--- config.mk ---
export PLATFORM = sky130hd
export DESIGN_NAME = junction_phase_arbiter_flat
export DESIGN_NICKNAME = d
export VERILOG_FILES = /design/src/rtl/junction_phase_arbiter_if.sv /design/src/rtl/junction_phase_arbiter.sv /design/src/flat_wrapper.sv
export SDC_FILE = /design/constraint.sdc
export NUM_CORES = 1
export LEC_CHECK = 0
export CAP_MARGIN = 25
export CORE_UTILIZATION = 40
export DETAILED_ROUTE_END_ITERATION = 6
export HOLD_SLACK_MARGIN = 0.15
export PLACE_DENSITY = 0.68
export SETUP_SLACK_MARGIN = 0.4
export SLEW_MARGIN = 10
export SYNTH_ARGS = -nofsm -noshare
export SYNTH_HDL_FRONTEND = slang
export SYNTH_SLANG_ARGS = --single-unit
export TNS_END_PERCENT = 30
--- constraint.sdc ---
create_clock -name clock -period 2.25 [get_ports clock]
set_input_delay 0.225 -clock clock [delete_from_list [all_inputs] [get_ports clock]]
set_output_delay 0.225 -clock clock [all_outputs]
set_load 0.005 [all_outputs]
--- src/rtl/junction_phase_arbiter_if.sv ---
// Signal-head bus between the junction arbiter and its surroundings:
// sensor/emergency inputs toward the arbiter, light codes and grant status back.
interface junction_phase_arbiter_if #(
  parameter int N     = 4,
  parameter int IDX_W = 2
);
  logic [N-1:0]     req;
  logic             emg;
  logic [IDX_W-1:0] emg_dir;
  logic [2*N-1:0]   lights;
  logic [IDX_W-1:0] grant_idx;
  logic             grant_vld;
  logic [1:0]       phase;

  modport master (
    output req, emg, emg_dir,
    input  lights, grant_idx, grant_vld, phase
  );

  modport slave (
    input  req, emg, emg_dir,
    output lights, grant_idx, grant_vld, phase
  );
endinterface

--- src/rtl/junction_phase_arbiter.sv ---
// Junction right-of-way arbiter: one approach GREEN at a time, round-robin over
// sensor requests with min/max green, fixed yellow, all-red clearance and
// emergency preemption. Moore outputs decoded from registered state/grant.
module junction_phase_arbiter #(
  parameter int N          = 4,
  parameter int IDX_W      = 2,
  parameter int CNT_W      = 8,
  parameter int MIN_GREEN  = 4,
  parameter int MAX_GREEN  = 10,
  parameter int YELLOW_CYC = 3,
  parameter int ALLRED_CYC = 2
) (
  input  logic                     clock,
  input  logic                     clear_n,
  junction_phase_arbiter_if.slave  bus
);

  typedef enum logic [1:0] {
    ALLRED = 2'd0,
    GREEN  = 2'd1,
    YELLOW = 2'd2
  } phase_t;

  localparam logic [CNT_W-1:0] AR_LAST  = CNT_W'(ALLRED_CYC - 1);
  localparam logic [CNT_W-1:0] MIN_LAST = CNT_W'(MIN_GREEN - 1);
  localparam logic [CNT_W-1:0] MAX_LAST = CNT_W'(MAX_GREEN - 1);
  localparam logic [CNT_W-1:0] Y_LAST   = CNT_W'(YELLOW_CYC - 1);

  phase_t           state, state_nxt;
  logic [CNT_W-1:0] timer;
  logic [IDX_W-1:0] grant_q, grant_nxt;
  logic [IDX_W-1:0] ptr_q, ptr_nxt;

  logic             emg_ok;
  logic             emg_own;
  logic             emg_other;
  logic [N-1:0]     grant_oh;
  logic             other;
  logic             rr_found;
  logic [IDX_W-1:0] rr_idx;

  // Emergency qualification and competing-demand detection
  always_comb begin
    emg_ok    = bus.emg && (32'(bus.emg_dir) < N);
    emg_own   = emg_ok && (bus.emg_dir == grant_q);
    emg_other = emg_ok && (bus.emg_dir != grant_q);
    grant_oh  = N'(1) << grant_q;
    other     = (|(bus.req & ~grant_oh)) | emg_other;
  end

  // Round-robin scan starting just after the last granted approach
  always_comb begin
    rr_found = 1'b0;
    rr_idx   = '0;
    for (int unsigned k = 1; k <= N; k++) begin
      int unsigned cand;
      cand = (32'(ptr_q) + k) % N;
      if (!rr_found && bus.req[IDX_W'(cand)]) begin
        rr_found = 1'b1;
        rr_idx   = IDX_W'(cand);
      end
    end
  end

  // Next-state, next-grant and pointer update
  always_comb begin
    state_nxt = state;
    grant_nxt = grant_q;
    ptr_nxt   = ptr_q;
    case (state)
      ALLRED: begin
        if (timer >= AR_LAST) begin
          if (emg_ok) begin
            state_nxt = GREEN;
            grant_nxt = bus.emg_dir;
            ptr_nxt   = bus.emg_dir;
          end else if (rr_found) begin
            state_nxt = GREEN;
            grant_nxt = rr_idx;
            ptr_nxt   = rr_idx;
          end
        end
      end
      GREEN: begin
        // An emergency for the current approach suppresses the normal exit
        // rule entirely, so GREEN is held past MAX_GREEN while it lasts.
        if (emg_other) begin
          state_nxt = YELLOW;
        end else if (!emg_own && (timer >= MIN_LAST) && other &&
                     (!bus.req[grant_q] || (timer >= MAX_LAST))) begin
          state_nxt = YELLOW;
        end
      end
      YELLOW: begin
        if (timer >= Y_LAST) state_nxt = ALLRED;
      end
      default: state_nxt = ALLRED;
    endcase
  end

  // State, grant, pointer and saturating phase timer registers
  always_ff @(posedge clock or negedge clear_n) begin
    if (!clear_n) begin
      state   <= ALLRED;
      timer   <= '0;
      grant_q <= '0;
      ptr_q   <= IDX_W'(N - 1);
    end else begin
      state   <= state_nxt;
      grant_q <= grant_nxt;
      ptr_q   <= ptr_nxt;
      if (state_nxt != state) timer <= '0;
      else if (timer != '1)   timer <= timer + 1'b1;
    end
  end

  // Light codes and grant status decoded from registered state
  always_comb begin
    bus.lights = '0;
    for (int unsigned i = 0; i < N; i++) begin
      if (grant_q == IDX_W'(i)) begin
        if (state == GREEN)       bus.lights[2*i +: 2] = 2'd2;
        else if (state == YELLOW) bus.lights[2*i +: 2] = 2'd1;
      end
    end
    bus.grant_idx = grant_q;
    bus.grant_vld = (state != ALLRED);
    bus.phase     = state;
  end

endmodule

--- src/flat_wrapper.sv ---
// flat-port wrapper written by rule: the top's interface ports become plain ports
module junction_phase_arbiter_flat 
#(
  parameter int N          = 4,
  parameter int IDX_W      = 2,
  parameter int CNT_W      = 8,
  parameter int MIN_GREEN  = 4,
  parameter int MAX_GREEN  = 10,
  parameter int YELLOW_CYC = 3,
  parameter int ALLRED_CYC = 2
)
  (clock, clear_n, bus_req, bus_emg, bus_emg_dir, bus_lights, bus_grant_idx, bus_grant_vld, bus_phase);
  junction_phase_arbiter_if #(.N(N), .IDX_W(IDX_W)) bus_i ();
  input  logic clock;
  input  logic clear_n;
  input wire logic [$bits(bus_i.req)-1:0] bus_req;
  input wire logic [$bits(bus_i.emg)-1:0] bus_emg;
  input wire logic [$bits(bus_i.emg_dir)-1:0] bus_emg_dir;
  output wire logic [$bits(bus_i.lights)-1:0] bus_lights;
  output wire logic [$bits(bus_i.grant_idx)-1:0] bus_grant_idx;
  output wire logic [$bits(bus_i.grant_vld)-1:0] bus_grant_vld;
  output wire logic [$bits(bus_i.phase)-1:0] bus_phase;
  assign bus_i.req = bus_req;
  assign bus_i.emg = bus_emg;
  assign bus_i.emg_dir = bus_emg_dir;
  assign bus_lights = bus_i.lights;
  assign bus_grant_idx = bus_i.grant_idx;
  assign bus_grant_vld = bus_i.grant_vld;
  assign bus_phase = bus_i.phase;
  junction_phase_arbiter #(.N(N), .IDX_W(IDX_W), .CNT_W(CNT_W), .MIN_GREEN(MIN_GREEN), .MAX_GREEN(MAX_GREEN), .YELLOW_CYC(YELLOW_CYC), .ALLRED_CYC(ALLRED_CYC)) u_core (.clock(clock), .clear_n(clear_n), .bus(bus_i));
endmodule
======== After elaboration in Yosys (flattened, before gate mapping) ========
Index checks and enable logic that the tools add are counted.
operators by class
  $add $sub $neg .......................... 5
  magnitude comparators ................... 9
  equality and inequality tests ........... 9
  shift-type cells ........................ 1
  mux-type cells .......................... 35
  bitwise logic cells ..................... 3
  reduce and logical (&&, ||, !) cells .... 21
operators by type and width
  kind                 number
  $mux 2               17
  $ge 8x2->1 const B   2
  $mux 8               2
  $lt 2x3->1 const B   5
  $bmux 1 s2           5
  $mux 1               10
  $add 8x1->8 const B  1
  $ge 8x1->1 const B   1
  $ge 8x4->1 const B   1
  $logic_and 1x1->1    8
  $ne 8x8->1 const B   1
  $eq 2x2->1 const B   3
  $pmux 2 s3           1
  $reduce_bool 2->1    3
  $logic_not 1->1      5
  $add 2x1->2 const B  2
  $add 2x2->2 const B  2
  $and 4x4->4          1
  $eq 2x1->1 const B   2
  $logic_not 2->1      2
  $ne 2x2->1           2
  $not 4->4            1
  $reduce_or 4->1      1
  $shl 1x2->4 const A  1
  other kinds (4)      4
storage, ports and cells
  flip-flop bits (word level) ............. 14
  input bits .............................. 9
  output and inout port bits .............. 13

======== Logic depth before layout (Yosys ltp) ========
  word-level depth ........................ 19
  gate-level depth with buffers ........... 7

======== Least setup slack after synthesis ========
OpenSTA, ideal clock, no wires.
  path kind ............................... reg2reg
  start point ............................. register u_core.grant_q[0] (netlist: u_core.bus.grant_idx[0])
  end point ............................... register u_core.timer[2]
  setup time .............................. 0.136 ns
  arrival time ............................ 1.716 ns
  required time ........................... 2.114 ns
  path slack .............................. 0.398 ns
  cell stages (with the launch flop) ...... 7
  buffers on the path ..................... 1
  path through ............................ dfrtp_1 buf_6 mux4_2 o221ai_2 nand3b_2 a221oi_4 nor3_1
between the ends
  longest elaborated chain between the ends .. 12
  elaborated cells between the ends (all ways) .. 23
  those cells by class .................... eq/ne: 3; shift: 1; mux: 6; bitwise: 3; reduce/logical: 10
RTL lines
  element                                      RTL line                       source
  start, declared                              junction_phase_arbiter.sv:31   logic [IDX_W-1:0] grant_q, grant_nxt;
  start signal, assigned                       junction_phase_arbiter.sv:110  grant_q <= grant_nxt;
  $shl 1x2->4                                  junction_phase_arbiter.sv:47   grant_oh = N'(1) << grant_q;
  $not 4->4                                    junction_phase_arbiter.sv:48   other = (|(bus.req & ~grant_oh)) | emg_other;
  $and 4x4->4                                  junction_phase_arbiter.sv:48
  $reduce_or 4->1                              junction_phase_arbiter.sv:48
  $or 1x1->1                                   junction_phase_arbiter.sv:48
  $logic_and 1x1->1 (2 in series)              junction_phase_arbiter.sv:89   end else if (!emg_own && (timer >= MIN_LAST) && other &&
  $mux 2                                       junction_phase_arbiter.sv:89
  $mux 2 (*)                                   junction_phase_arbiter.sv:87   if (emg_other) begin
  $pmux 2 s3 (*)                               junction_phase_arbiter.sv:70   case (state)
  $ne 2x2->1 (*)                               junction_phase_arbiter.sv:112  if (state_nxt != state) timer <= '0;
  $mux 8 or $reduce_bool 2->1 (tied branches)  -
  end signal, assigned                         junction_phase_arbiter.sv:113  else if (timer != '1) timer <= timer + 1'b1;
  end, declared                                junction_phase_arbiter.sv:30   logic [CNT_W-1:0] timer;
Mark *: on every way between the ends. The rest lies on a longest branch, timed or not. The select of a mux whose other input is x is not followed.
A chain may end at the register's enable or synchronous reset.

======== Worst setup path in the final report ========
  start point ............................. register u_core.state[1] (netlist: u_core.bus.phase[1])
  end point ............................... output port bus_grant_vld
between the ends
  longest elaborated chain between the ends .. 1
RTL lines
  element                 RTL line                       source
  start, declared         junction_phase_arbiter.sv:29   phase_t state, state_nxt;
  start signal, assigned  junction_phase_arbiter.sv:109  state <= state_nxt;
  $reduce_bool 2->1       junction_phase_arbiter.sv:127  bus.grant_vld = (state != ALLRED);
  end, declared           flat_wrapper.sv:21             output wire logic [$bits(bus_i.grant_vld)-1:0] bus_grant_vld;
Every way passes these cells.

==> impl_metrics.json <==
{
  "io_pins": 22,
  "synth_nets": 140,
  "ant_nets": 0,
  "worstPathRequired_ps": 2030,
  "drive_gt1_frac": 0.268,
  "hp-class": "in2async",
  "grt_max_degree": 15,
  "num_rows": 18,
  "path_clk_slew_ps": 100,
  "min_period_over_period": 0.842,
  "clock-sinks": 14,
  "p_leak_nw": 0.693,
  "cp.arrival_ps": 1670,
  "ctsRootBufferMaster": "clkbuf_4",
  "synthAdderAreaFrac": 0.0450,
  "critPathLaunchType": "flip-flop",
  "powerDensity_nw_per_um2": 1120,
  "synth_xor_area_frac": 0.0236,
  "drc_errors": 0,
  "maxSlewViolCount": 0,
  "ys_types": 40,
  "antenna_found_initial": 0,
  "cts_hold_buf": 0,
  "clock_latency_ps": 300,
  "wl_per_cell_um": 14.4,
  "diodes": 0,
  "grt_first_pass_wirelength_um": 4260,
  "ys.flop_type": "dfrtp_1",
  "die_y_um": 54.7,
  "avgSynthCellArea_sq_um": 8.76,
  "cts_tree": "yes",
  "critPathMaxFanout": 6,
  "outcome": "finished clean",
  "yosys.area_share.simple": 0.256,
  "relSlewSlack": 0.573,
  "fp.dieW_um": 54.7,
  "ys.warnings.count": 0,
  "hpwlAfterDp_um": 2010,
  "cts-buffers-inserted": 3,
  "drtPass1Iterations": 4,
  "netlist_instances": 127,
  "syn-cell-area_sq_um": 1110,
  "synth_compound_area_frac": 0.188,
  "yosysSeqAreaShare": 0.317,
  "vdd_drop_max_mv": 0.819,
  "area_delta_synth_final_pct": 41.7,
  "postLayoutCellArea_sq_um": 1580,
  "clock_skew_ps": 17.3,
  "grt_overflow": 0,
  "viasPerCell": 5.54,
  "place_area_sq_um": 1390,
  "tightestPinTransition_ps": 638,
  "core_sq_um": 2540,
  "synthArstFlopShare": 1.00,
  "max_freq_mhz": 528,
  "gp_congestion": 0.895,
  "rsz0062_at_grt": "yes",
  "die_area_sq_um": 3000,
  "clockBufferDepth": 2,
  "start_util": 0.437,
  "maxCapViolCount": 0,
  "muxShareOfSynthArea": 0.110,
  "drt_wl_total_um": 2800,
  "synth-edff-count": 0,
  "post-route-min-period_ps": 1900,
  "grt_pass1_vias": 931,
  "synth_top_family_by_area": "simple AND/OR/NAND/NOR gates",
  "critPathKind": "reg2out",
  "timing.hold.ws_ps": 303,
  "setup_viol": 0,
  "grt_usage": 0.206,
  "port_buffers": 21,
  "final_nets": 178,
  "routed-via-count": 1075,
  "hold_viol": 0,
  "drtIter0Drc": 15,
  "crit_path_end_kind": "output pin",
  "h-tree-depth": 1,
  "ys_seq_elements": 14
}
area by class of cell:
type | count | area, sq um
clock buffer | 4 | 36.3
fill | 200 | 968
inverter | 8 | 30.0
multi-input combinational | 99 | 763
sequential | 14 | 357
tap | 30 | 37.5
timing repair buffer | 39 | 353
synthesized netlist by cell type, drive strengths merged (2+ instances only):
| library cell | count | area share |
|---|---|---|
| nor2 | 18 | 0.061 |
| nand2 | 13 | 0.044 |
| dfrtp | 12 | 0.27 |
| mux2i | 10 | 0.090 |
| inv | 8 | 0.027 |
| buf | 6 | 0.033 |
| nor3 | 6 | 0.027 |
| a21oi | 5 | 0.022 |
| ha | 4 | 0.045 |
| nand2b | 4 | 0.022 |
| a211oi | 3 | 0.020 |
| a221oi | 3 | 0.045 |
| nor2b | 3 | 0.017 |
| xnor2 | 3 | 0.024 |
| a21o | 2 | 0.013 |
| dfstp | 2 | 0.047 |
| nand3 | 2 | 0.0090 |
| nor3b | 2 | 0.013 |
| nor4 | 2 | 0.011 |
| o21ai | 2 | 0.0090 |
| o221ai | 2 | 0.021 |
layout by cell type, fill, tap and decap left out, types with 2 or more instances in the layout:
master            n
nor2_1           18
clkdlybuf4s50_1  17
buf_4            15
nand2_1          13
mux2i_1          10
dfrtp_1           9
inv_1             7
nor3_1            5
a21oi_1           4
ha_1              4
xnor2_1           3
nor2b_1           3
clkbuf_4          3
dfrtp_2           3
nor4_1            2
nand2b_1          2
a21o_1            2
nand2b_2          2
o21ai_0           2
a211oi_1          2
nand3_1           2
dlygate4sd2_1     2
dlymetal6s2s_1    2
buf_6             2
dfstp_2           2
registers in the layout (all words and copies together), names as in the netlist:
signal,flops
u_core.bus.grant_idx,2
u_core.bus.phase,2
u_core.ptr_q,2
u_core.timer,8
where the power goes:
group          internal, W  leakage, nW  switching, W
registers         0.000345        0.176      0.000117
logic             0.000603        0.497      0.000506
clock network    0.0000989       0.0210     0.0000961
worst max-delay path, cell delays in order, from the launching register on:
cell and delay (ps):
dfrtp_2 460, nor2_1 280, inv_1 150, clkdlybuf4s50_1 470
repair_timing:
action,in CTS,in global routing
endpoints found under the setup margin,19,22
gates resized for setup,12,10
pin swaps,5,0
setup buffers,8,2
routing by layer:
metal | global-route usage | up-vias | share of wire
met3 | 0.0583 | 5 | 0.038
met4 | 0.0726 | 0 | 0.011
met1 | 0.267 | 512 | 0.47
met2 | 0.321 | 23 | 0.48
met5 | 0 | - | 0
li1 | - | 535 | -
cells by family (layout without fill, tap and decap cells):
logic type	Yosys count	after routing
AOI/OAI and AO/OA	24	24
xor gates and xnor gates	3	3
adders and majority gates	4	4
buffers and inverters	14	51
DFF	14	14
muxes	11	11
and+or+nand+nor	57	57
metrics by stage:
stage                util  TNS, ps  total power, W  setup WS [ps]  cells
global placement    0.547        0         0.00130           43.7    180
detailed placement  0.547    -3.60         0.00133          -2.06    180
floorplan               -        0         0.00103            402    127
CTS                 0.604        0         0.00170            358    192
global route        0.619        0         0.00188            268    194
finish              0.619        0         0.00177            354    194
worst paths after layout:
path	start	to	slack, ps	cells after the start
worst max register to register	u_core.timer[0]$_DFFE_PN0P_	u_core.timer[7]$_DFFE_PN0P_	380	7
max in group asynchronous	clear_n	u_core.timer[1]$_DFFE_PN0P_	1500	1
min in group clock	u_core.ptr_q[0]$_DFFE_PN1P_	u_core.ptr_q[0]$_DFFE_PN1P_	560	2
worst min register to register	u_core.ptr_q[0]$_DFFE_PN1P_	u_core.ptr_q[0]$_DFFE_PN1P_	560	2
worst min-delay path	clear_n	u_core.bus.phase[0]$_DFF_PN0_	300	1
worst max-delay path	u_core.bus.phase[1]$_DFF_PN0_	bus_grant_vld	350	3
(Power assumes the default switching activity.)
